<file path="src/rtl/amiga_port_responder.sv">
// amiga_port_responder
// Bus target for the 68040 card's dynamic bus sizing logic. Accepts a transfer
// on nTS, runs a wait-state-counted access to a local 32-bit device, and
// terminates with DSACK coded for a 32- or 16-bit port. On a 16-bit port,
// byte lanes are steered so that the initiator's word retry at A=10 reaches
// the low half of the device.
module amiga_port_responder #(
    parameter int PORT_WIDTH  = 32,   // 32 or 16
    parameter int WAIT_STATES = 2,    // 1..15
    parameter int TIMEOUT     = 255   // 0..255
) (
    input  logic        CLK40,
    input  logic        RESET,
    input  logic        nTS,
    input  logic        RnW,
    input  logic [1:0]  A,
    input  logic [1:0]  SIZ,
    input  logic        DEV_SEL,
    input  logic [31:0] D_IN,
    output logic [31:0] D_OUT,
    output logic        D_OE,
    output logic [1:0]  DSACK,
    output logic        DEV_RD,
    output logic        DEV_WR,
    output logic [3:0]  DEV_BE,
    output logic [31:0] DEV_WDATA,
    input  logic [31:0] DEV_RDATA,
    input  logic        DEV_READY,
    output logic        TIMEOUT_ERR
);

    typedef enum logic [1:0] {
        S_IDLE    = 2'd0,
        S_WAIT    = 2'd1,
        S_ACK     = 2'd2,
        S_RECOVER = 2'd3
    } state_t;

    localparam bit          IS_16      = (PORT_WIDTH == 16);
    localparam logic [3:0]  WAIT_INIT  = 4'(WAIT_STATES);
    localparam logic [7:0]  TO_INIT    = 8'(TIMEOUT);
    localparam logic [1:0]  DSACK_DONE = IS_16 ? 2'b01 : 2'b00;
    localparam logic [1:0]  DSACK_WAIT = 2'b11;
    localparam logic [31:0] BUS_IDLE   = 32'hFFFF_FFFF;

    // Byte enables for the latched size/address. A 16-bit port only ever
    // serves the first half of a long; the initiator retries the rest at A=10.
    function automatic logic [3:0] calc_be(input logic [1:0] addr, input logic [1:0] size);
        logic [3:0] be;
        case (size)
            2'b01:   be = 4'b1000 >> addr;
            2'b10:   be = addr[0] ? 4'b0000 : (addr[1] ? 4'b0011 : 4'b1100);
            default: be = IS_16 ? 4'b1100 : 4'b1111;
        endcase
        return be;
    endfunction

    // Device read data as seen on the bus. A 16-bit port always answers on
    // D[31:16]; A[1] picks which device half feeds those lanes.
    function automatic logic [31:0] map_rdata(input logic [31:0] rdata, input logic a1);
        logic [31:0] d;
        if (IS_16) begin
            d = {(a1 ? rdata[15:0] : rdata[31:16]), 16'hFFFF};
        end else begin
            d = rdata;
        end
        return d;
    endfunction

    // Bus write data as presented to the device. A 16-bit initiator only
    // drives D[31:16], so that half is offered to both device halves and the
    // byte enables pick the lanes that actually get written.
    function automatic logic [31:0] map_wdata(input logic [31:0] din);
        logic [31:0] w;
        if (IS_16) begin
            w = {din[31:16], din[31:16]};
        end else begin
            w = din;
        end
        return w;
    endfunction

    state_t      state_q, state_d;
    logic        rnw_q, rnw_d;
    logic        a1_q, a1_d;
    logic [3:0]  be_q, be_d;
    logic [3:0]  wait_cnt_q, wait_cnt_d;
    logic [7:0]  to_cnt_q, to_cnt_d;
    logic        first_q, first_d;
    logic        dev_rd_q, dev_rd_d;
    logic        dev_wr_q, dev_wr_d;
    logic [31:0] wdata_q, wdata_d;
    logic [31:0] dout_q, dout_d;
    logic        terr_q, terr_d;

    // Next-state and next-register values for the whole transfer sequence.
    always_comb begin
        // NOTE: every _d gets a default before the case so no path can infer a latch.
        state_d    = state_q;
        rnw_d      = rnw_q;
        a1_d       = a1_q;
        be_d       = be_q;
        wait_cnt_d = wait_cnt_q;
        to_cnt_d   = to_cnt_q;
        first_d    = 1'b0;
        dev_rd_d   = 1'b0;
        dev_wr_d   = 1'b0;
        wdata_d    = wdata_q;
        dout_d     = dout_q;
        terr_d     = 1'b0;

        case (state_q)
            S_IDLE: begin
                if (!nTS && DEV_SEL) begin
                    state_d    = S_WAIT;
                    rnw_d      = RnW;
                    a1_d       = A[1];
                    be_d       = calc_be(A, SIZ);
                    wait_cnt_d = WAIT_INIT;
                    to_cnt_d   = TO_INIT;
                    first_d    = 1'b1;
                end
            end

            S_WAIT: begin
                // Write data is taken one edge after nTS and held for the cycle.
                if (first_q) begin
                    wdata_d = map_wdata(D_IN);
                end

                if (wait_cnt_q != 4'd0) begin
                    wait_cnt_d = wait_cnt_q - 4'd1;
                end else if (DEV_READY) begin
                    state_d = S_ACK;
                    dout_d  = (be_q == 4'b0000) ? BUS_IDLE : map_rdata(DEV_RDATA, a1_q);
                end else if (to_cnt_q != 8'd0) begin
                    to_cnt_d = to_cnt_q - 8'd1;
                end else begin
                    state_d = S_ACK;
                    dout_d  = BUS_IDLE;
                    terr_d  = 1'b1;
                end

                // Strobes run only while the cycle stays in WAIT; a misaligned
                // access (no lanes enabled) never touches the device.
                if (state_d == S_WAIT && be_q != 4'b0000) begin
                    dev_rd_d = rnw_q;
                    dev_wr_d = !rnw_q;
                end
            end

            S_ACK: begin
                state_d = S_RECOVER;
                be_d    = 4'b0000;
            end

            default: begin
                state_d = S_IDLE;
            end
        endcase
    end

    // State and datapath registers with synchronous reset.
    always_ff @(posedge CLK40) begin
        // NOTE: non-blocking assignments so every flop samples pre-edge values.
        if (RESET) begin
            state_q    <= S_IDLE;
            rnw_q      <= 1'b1;
            a1_q       <= 1'b0;
            be_q       <= 4'b0000;
            wait_cnt_q <= 4'd0;
            to_cnt_q   <= 8'd0;
            first_q    <= 1'b0;
            dev_rd_q   <= 1'b0;
            dev_wr_q   <= 1'b0;
            wdata_q    <= 32'h0000_0000;
            dout_q     <= BUS_IDLE;
            terr_q     <= 1'b0;
        end else begin
            state_q    <= state_d;
            rnw_q      <= rnw_d;
            a1_q       <= a1_d;
            be_q       <= be_d;
            wait_cnt_q <= wait_cnt_d;
            to_cnt_q   <= to_cnt_d;
            first_q    <= first_d;
            dev_rd_q   <= dev_rd_d;
            dev_wr_q   <= dev_wr_d;
            wdata_q    <= wdata_d;
            dout_q     <= dout_d;
            terr_q     <= terr_d;
        end
    end

    assign DSACK       = (state_q == S_ACK) ? DSACK_DONE : DSACK_WAIT;
    assign D_OE        = (state_q == S_ACK) && rnw_q;
    assign D_OUT       = dout_q;
    assign DEV_RD      = dev_rd_q;
    assign DEV_WR      = dev_wr_q;
    assign DEV_BE      = be_q;
    assign DEV_WDATA   = wdata_q;
    assign TIMEOUT_ERR = terr_q;

endmodule

</file>
<file path="config.mk">
export PLATFORM = sky130hd
export DESIGN_NAME = amiga_port_responder
export DESIGN_NICKNAME = d
export VERILOG_FILES = /design/src/rtl/amiga_port_responder.sv
export SDC_FILE = /design/constraint.sdc
export NUM_CORES = 1
export LEC_CHECK = 0
export CORE_MARGIN = 2
export CORE_UTILIZATION = 41
export DETAILED_ROUTE_END_ITERATION = 10
export PLACE_DENSITY_LB_ADDON = 0.15
export SYNTH_ARGS = -nofsm -noshare
export SYNTH_HDL_FRONTEND = slang
export SYNTH_SLANG_ARGS = --single-unit
</file>
<file path="constraint.sdc">
create_clock -name CLK40 -period 2.9 [get_ports CLK40]
set_clock_uncertainty 0.2 [all_clocks]
set_input_delay 0.435 -clock CLK40 [delete_from_list [all_inputs] [get_ports CLK40]]
set_output_delay 0.435 -clock CLK40 [all_outputs]
set_load 0.01 [all_outputs]
</file>
==> results of run 1 <==
-- placed cells by master (no fill, tap or decap), types with 2 or more instances in the layout --
master           netlist  routed
nor4_1                 5       5
o21bai_1               3       2
inv_1                  8       8
clkdlybuf4s50_1        0     146
buf_4                  1       8
a31oi_1                4       4
or3_1                  2       2
nor2_1                 9       9
clkbuf_8               1      10
o21ai_0                9       9
a211oi_1               3       3
dfxtp_1               87      87
o31ai_1                2       2
clkinvlp_4             0       3
nand2b_1               2       2
a311oi_1               2       2
or4b_2                 2       2
nor2b_1                2       2
o22a_1                32      32
xor2_1                 2       2
a21oi_1               38      38
nand2_1               76      76
ha_1                   5       5
nor3b_1                2       2
nand3_1                4       4
or4_1                  3       3
nor3_1                 6       6
-- Yosys cell counts (all sizes together), types with 2 or more instances --
cell type	count	area [µm²]
nor3b	2	15.0
a31oi	4	25.0
nand3	4	20.0
or4	3	22.5
clkbuf	17	75.1
a211oi	3	22.5
xor2	2	17.5
dfxtp	87	1740
buf	6	45.0
o21ai	9	45.0
o22a	32	280
nor3	6	30.0
nand2b	2	12.5
a21oi	38	190
o31ai	2	15.0
a311oi	2	17.5
nor2b	2	12.5
or3b	2	17.5
o21bai	3	22.5
nor2	9	33.8
nor4	5	31.3
ha	5	62.6
nand2	76	285
or3	3	23.8
or4b	3	30.0
inv	8	30.0
-- critical path: cells and delay by family, from the launching register on --
family                     cells  cell delay (ns)
buffers and inverters          2             0.43
adders and majority gates      1             0.19
AOI/OAI and AO/OA              3             0.79
DFF                            1             0.34
and+or+nand+nor                1             0.57
-- layer usage --
| metal | up-vias | part of all wire, % | routed length (µm) |
|---|---|---|---|
| li1 | 1512 | - | - |
| met1 | 1339 | 44 | 3760 |
| met2 | 116 | 47 | 4040 |
| met3 | 9 | 8.2 | 702 |
| met4 | 0 | 1.3 | 109 |
| met5 | - | 0 | 0 |
-- registers in the layout (all words and copies together) (netlist names), 2 cells and up --
signal / count
DEV_BE: 4
DEV_WDATA: 32
D_OUT: 32
state_q: 2
to_cnt_q: 8
wait_cnt_q: 4
-- how the worst min path moves through the flow --
stage	slack [ns]	startpoint	cells after the start	to
floorplan	0.20	rnw_q$_SDFFE_PP1P_	1	DEV_WR$_SDFF_PP0_
global placement	0.21	rnw_q$_SDFFE_PP1P_	1	DEV_WR$_SDFF_PP0_
detailed placement	0.22	rnw_q$_SDFFE_PP1P_	1	DEV_WR$_SDFF_PP0_
CTS	0.14	RESET	2	state_q[0]$_SDFFE_PP0P_
global route	0.15	RESET	2	state_q[1]$_SDFFE_PP0P_
finish	0.16	RESET	2	state_q[0]$_SDFFE_PP0P_
-- cell families (layout without fill, tap and decap cells) --
logic type | Yosys count | count (layout) | synth area share, %
AO/OA/AOI/OAI | 98 | 98 | 20.4
buffers and inverters | 31 | 179 | 4.65
XOR/XNOR | 2 | 2 | 0.543
flip-flops | 87 | 87 | 54.0
adder cells (fa/ha/maj) | 5 | 5 | 1.94
multiplexers | 1 | 1 | 0.310
AND/OR/NAND/NOR | 123 | 123 | 18.1
-- where the power goes --
| group | total, W | internal [W] | switching, W | leakage, nW |
|---|---|---|---|---|
| clock network | 0.000779 | 0.000338 | 0.000442 | 0.0849 |
| logic | 0.000361 | 0.000200 | 0.000160 | 0.963 |
| registers | 0.00126 | 0.00123 | 0.0000323 | 0.706 |
-- through the flow --
stage	hold slack (ns)	cell area [µm²]
detailed placement	0.218	4760
CTS	0.143	4950
floorplan	0.201	3230
global placement	0.214	4760
global route	0.153	4950
finish	0.156	4950
-- layout make-up --
| class | instances | area (µm²) | area share [%] |
|---|---|---|---|
| inverter | 8 | 30.0 | 0.607 |
| timing repair buffer | 155 | 1530 | 30.9 |
| clock buffer | 10 | 138 | 2.78 |
| clock inverter | 6 | 45.0 | 0.910 |
| tap | 102 | 128 | 2.58 |
| sequential | 87 | 1740 | 35.2 |
| multi-input combinational | 229 | 1340 | 27.1 |
==> impl_metrics.yaml, run 1 <==
die:
  fp.dieArea_um2: 8600
  die_x_um: 92.7
  die_h_um: 92.7
  rows: 32
  initial_core_util_pct: 42.0
  ioPinCount: 148
  core_um2: 7690
setup_path:
  rr_worst_depth: 7
  cp-endpoint: "D_OUT[30]$_SDFFE_PP1P_"
  crit_path_end_kind: "flip-flop"
  crit_chain: "inv_1 > ha_1 > nor4b_1 > a21oi_1 > o21bai_2 > buf_4 > o22a_1"
  cp-start-kind: "flip-flop"
  startpoint: "to_cnt_q[0]$_SDFFE_PP0P_"
  worstPathMaxFanout: 32
  slowest_stage: "nor4b_1"
  rrSetupSlack_ns: 0.31
  regToRegEndpoint: "D_OUT[30]$_SDFFE_PP1P_"
  crit_type: "reg -> reg"
  timing.rr.start: "to_cnt_q[0]$_SDFFE_PP0P_"
  crit_path_max_incr_delay_ns: 0.57
  crit_required_ns: 2.99
  critPathArrivalTime_ns: 2.68
cts:
  root_buffer: "clkbuf_8"
  clk_pin_slew_ns: 0.09
  post_cts.resized_instances: 0
  post_cts_buffers: 0
  clk_path_buf_depth: 2
  cts_sinks: 87
  numCtsBuffers: 9
  hold_buffers: 0
  clk_latency_ns: 0.35
  cts_tree: "yes"
  htree_levels: 3
synthesis:
  netlist_instances: 347
  synth_edf_count: 0
  synthDistinctLibCells: 45
  synth_async_sr_flop_share_pct: 0
  postSynthAreaPerCell_um2: 9.30
  synth_nets: 426
  yosysSeqAreaShare_pct: 54.0
  syn_area_um2: 3230
  synth_warnings: 0
  synth_flop_cell: "dfxtp_1"
  synth-seq-cells: 87
global_routing:
  gr-usage-all-layers_pct: 19.5
  met1_usage_pct: 25.3
  met2_usage_pct: 31.6
  grt_busiest_layer: "met2"
  grt_pass1_wl_mm: 13.3
  grt_pass1_vias: 2738
  grt_overflow: 0
  grt_max_degree: 47
  use_met3_pct: 5.53
  antenna_found_initial: 0
final_layout:
  fin_cells: 597
  diodes: 0
  syn_to_final_growth_pct: 53.3
  drive_gt1_share_pct: 6.46
  final_nets: 569
  final.fill_count: 648
  fin_util_pct: 64.4
timing:
  finalCritPeriodShare_pct: 89.3
  rsz0062_at_grt: "false"
  setup_tns_ns: 0
  tightest_slew_ns: 0.667
  finalWorstSetupSlack_ns: 0.309
  period_needed_ns: 2.59
  setup-violations-final: 0
  max_freq_mhz: 386
  slew_viol_final: 0
  hold_violations: 0
  maxSlewHeadroom_pct: 54.9
place:
  dp.cells: 581
  post-place-ws_ns: 0.218
  numPortBuffers: 147
  place.gp.congestion: 0.761
  dpl.hpwl_mm: 6.13
route:
  drc_errors: 0
  drt-initial-drc-count: 154
  vias: 2976
  drtPass1Iterations: 4
  ant_nets: 0
  wl_per_cell_um: 14.4
  vias_per_cell: 4.98
  routed_wl_mm: 8.61
outcome:
  status: "complete, no violations"
power:
  power_leakage_nw: 1.75
  power.density_nw_per_um2: 486
  finalPower_w: 0.00240
  ir_drop_mv: 0.331
min_path:
  min_path_type: "in -> reg"
run:
  cap_viol_max_count: 0
Note: power is estimated with default switching activity, not from simulation.
==> inputs of run 2 (changes only) <==
CORE_UTILIZATION = 40   (was 41)
==> impl_metrics.yaml, run 2 (same netlist as run 1, synthesis figures left out) <==
outcome:
  status: "complete, no violations"
place:
  place.gp.congestion: 0.761
  dpl.hpwl_mm: 6.27
  dp.cells: 581
  numPortBuffers: 147
timing:
  finalCritPeriodShare_pct: 86.8
  hold_violations: 0
  max_freq_mhz: 397
  setup_tns_ns: 0
  period_needed_ns: 2.52
  rsz0062_at_grt: "false"
  maxSlewHeadroom_pct: 56.6
  tightest_slew_ns: 0.641
  setup-violations-final: 0
  slew_viol_final: 0
cts:
  root_buffer: "clkbuf_8"
  post_cts_buffers: 0
  cts_tree: "yes"
  clk_path_buf_depth: 2
  cts_sinks: 87
  clk_pin_slew_ns: 0.08
  numCtsBuffers: 9
  post_cts.resized_instances: 0
  clk_latency_ns: 0.34
  htree_levels: 3
  hold_buffers: 0
setup_path:
  critPathArrivalTime_ns: 2.60
  crit_required_ns: 2.98
  crit_path_end_kind: "flip-flop"
  cp_top_family: "compound AO/OA/AOI/OAI gates"
  crit_type: "reg -> reg"
  path_buf_inv: 2
  crit_path_max_incr_delay_ns: 0.54
  worstPathMaxFanout: 32
  crit_chain: "inv_1 > ha_1 > nor4b_1 > a21oi_1 > o21bai_2 > buf_4 > o22a_1"
  slowest_stage: "nor4b_1"
  cp-start-kind: "flip-flop"
  rrSetupSlack_ns: 0.38
route:
  vias_per_cell: 5.07
  ant_nets: 0
  routed_wl_mm: 8.62
  vias: 3022
  drt-initial-drc-count: 107
  wl_per_cell_um: 14.5
  drc_errors: 0
  drtPass1Iterations: 4
die:
  ioPinCount: 148
  die_h_um: 93.8
  initial_core_util_pct: 41.5
  fp.dieArea_um2: 8800
  core_um2: 7770
  rows: 32
  die_x_um: 93.8
run:
  cap_viol_max_count: 0
global_routing:
  grt_overflow: 0
  antenna_found_initial: 0
  grt_pass1_wl_mm: 13.5
  gr-usage-all-layers_pct: 19.3
  grt_pass1_vias: 2827
  grt_max_degree: 33
final_layout:
  diodes: 0
  final_common_cell: "clkdlybuf4s50_1"
  syn_to_final_growth_pct: 53.8
  final_nets: 569
  fin_cells: 596
  drive_gt1_share_pct: 6.07
  layout_common_cells: "clkdlybuf4s50_1 (146), dfxtp_1 (87), nand2_1 (76)"
power:
  power.density_nw_per_um2: 495
  ir_drop_mv: 0.279
  power_leakage_nw: 1.77
min_path:
  min_path_type: "reg -> reg"
==> run 2: power by group <==
part	switching [W]	internal (W)
registers	0.0000327	0.00123
clock network	0.000396	0.000440
logic	0.000158	0.000200
==> run 2: cell type report <==
| class | count | area (µm²) |
|---|---|---|
| Fill cell | 696 | 2810 |
| Sequential cell | 87 | 1740 |
| Timing Repair Buffer | 155 | 1530 |
| Multi-Input combinational cell | 229 | 1340 |
| Clock buffer | 12 | 155 |
| Tap cell | 102 | 128 |
| Clock inverter | 3 | 42.5 |
| Inverter | 8 | 30.0 |
==> run 2: worst paths after layout <==
| check | from | to | cells after the start |
|---|---|---|---|
| min reg2reg | rnw_q$_SDFFE_PP1P_ | DEV_WR$_SDFF_PP0_ | 1 |
| min | rnw_q$_SDFFE_PP1P_ | DEV_WR$_SDFF_PP0_ | 1 |
| max reg2reg | to_cnt_q[0]$_SDFFE_PP0P_ | D_OUT[15]$_SDFFE_PP1P_ | 7 |
| max | to_cnt_q[0]$_SDFFE_PP0P_ | D_OUT[15]$_SDFFE_PP1P_ | 7 |
==> run 2: through the flow <==
step	setup WS [ns]	area [µm²]	hold WS [ns]	utilization (%)	power, W
5_1_grt	0.139	4960	0.275	63.9	0.00258
3_5_place_dp	0.194	4760	0.229	61.3	0.00165
3_3_place_gp	0.260	4760	0.214	61.3	0.00164
6_report	0.384	4960	0.241	63.9	0.00246
2_1_floorplan	0.617	3230	0.201	-	0.00146
4_1_cts	0.368	4960	0.242	63.9	0.00249
==> run 2: layer usage <==
layer	track usage (%)	vias up	part of all wire, %
met5	0	-	0
met2	32.0	120	48
met4	7.61	0	1.7
li1	-	1502	-
met3	5.30	12	8.4
met1	23.8	1388	42
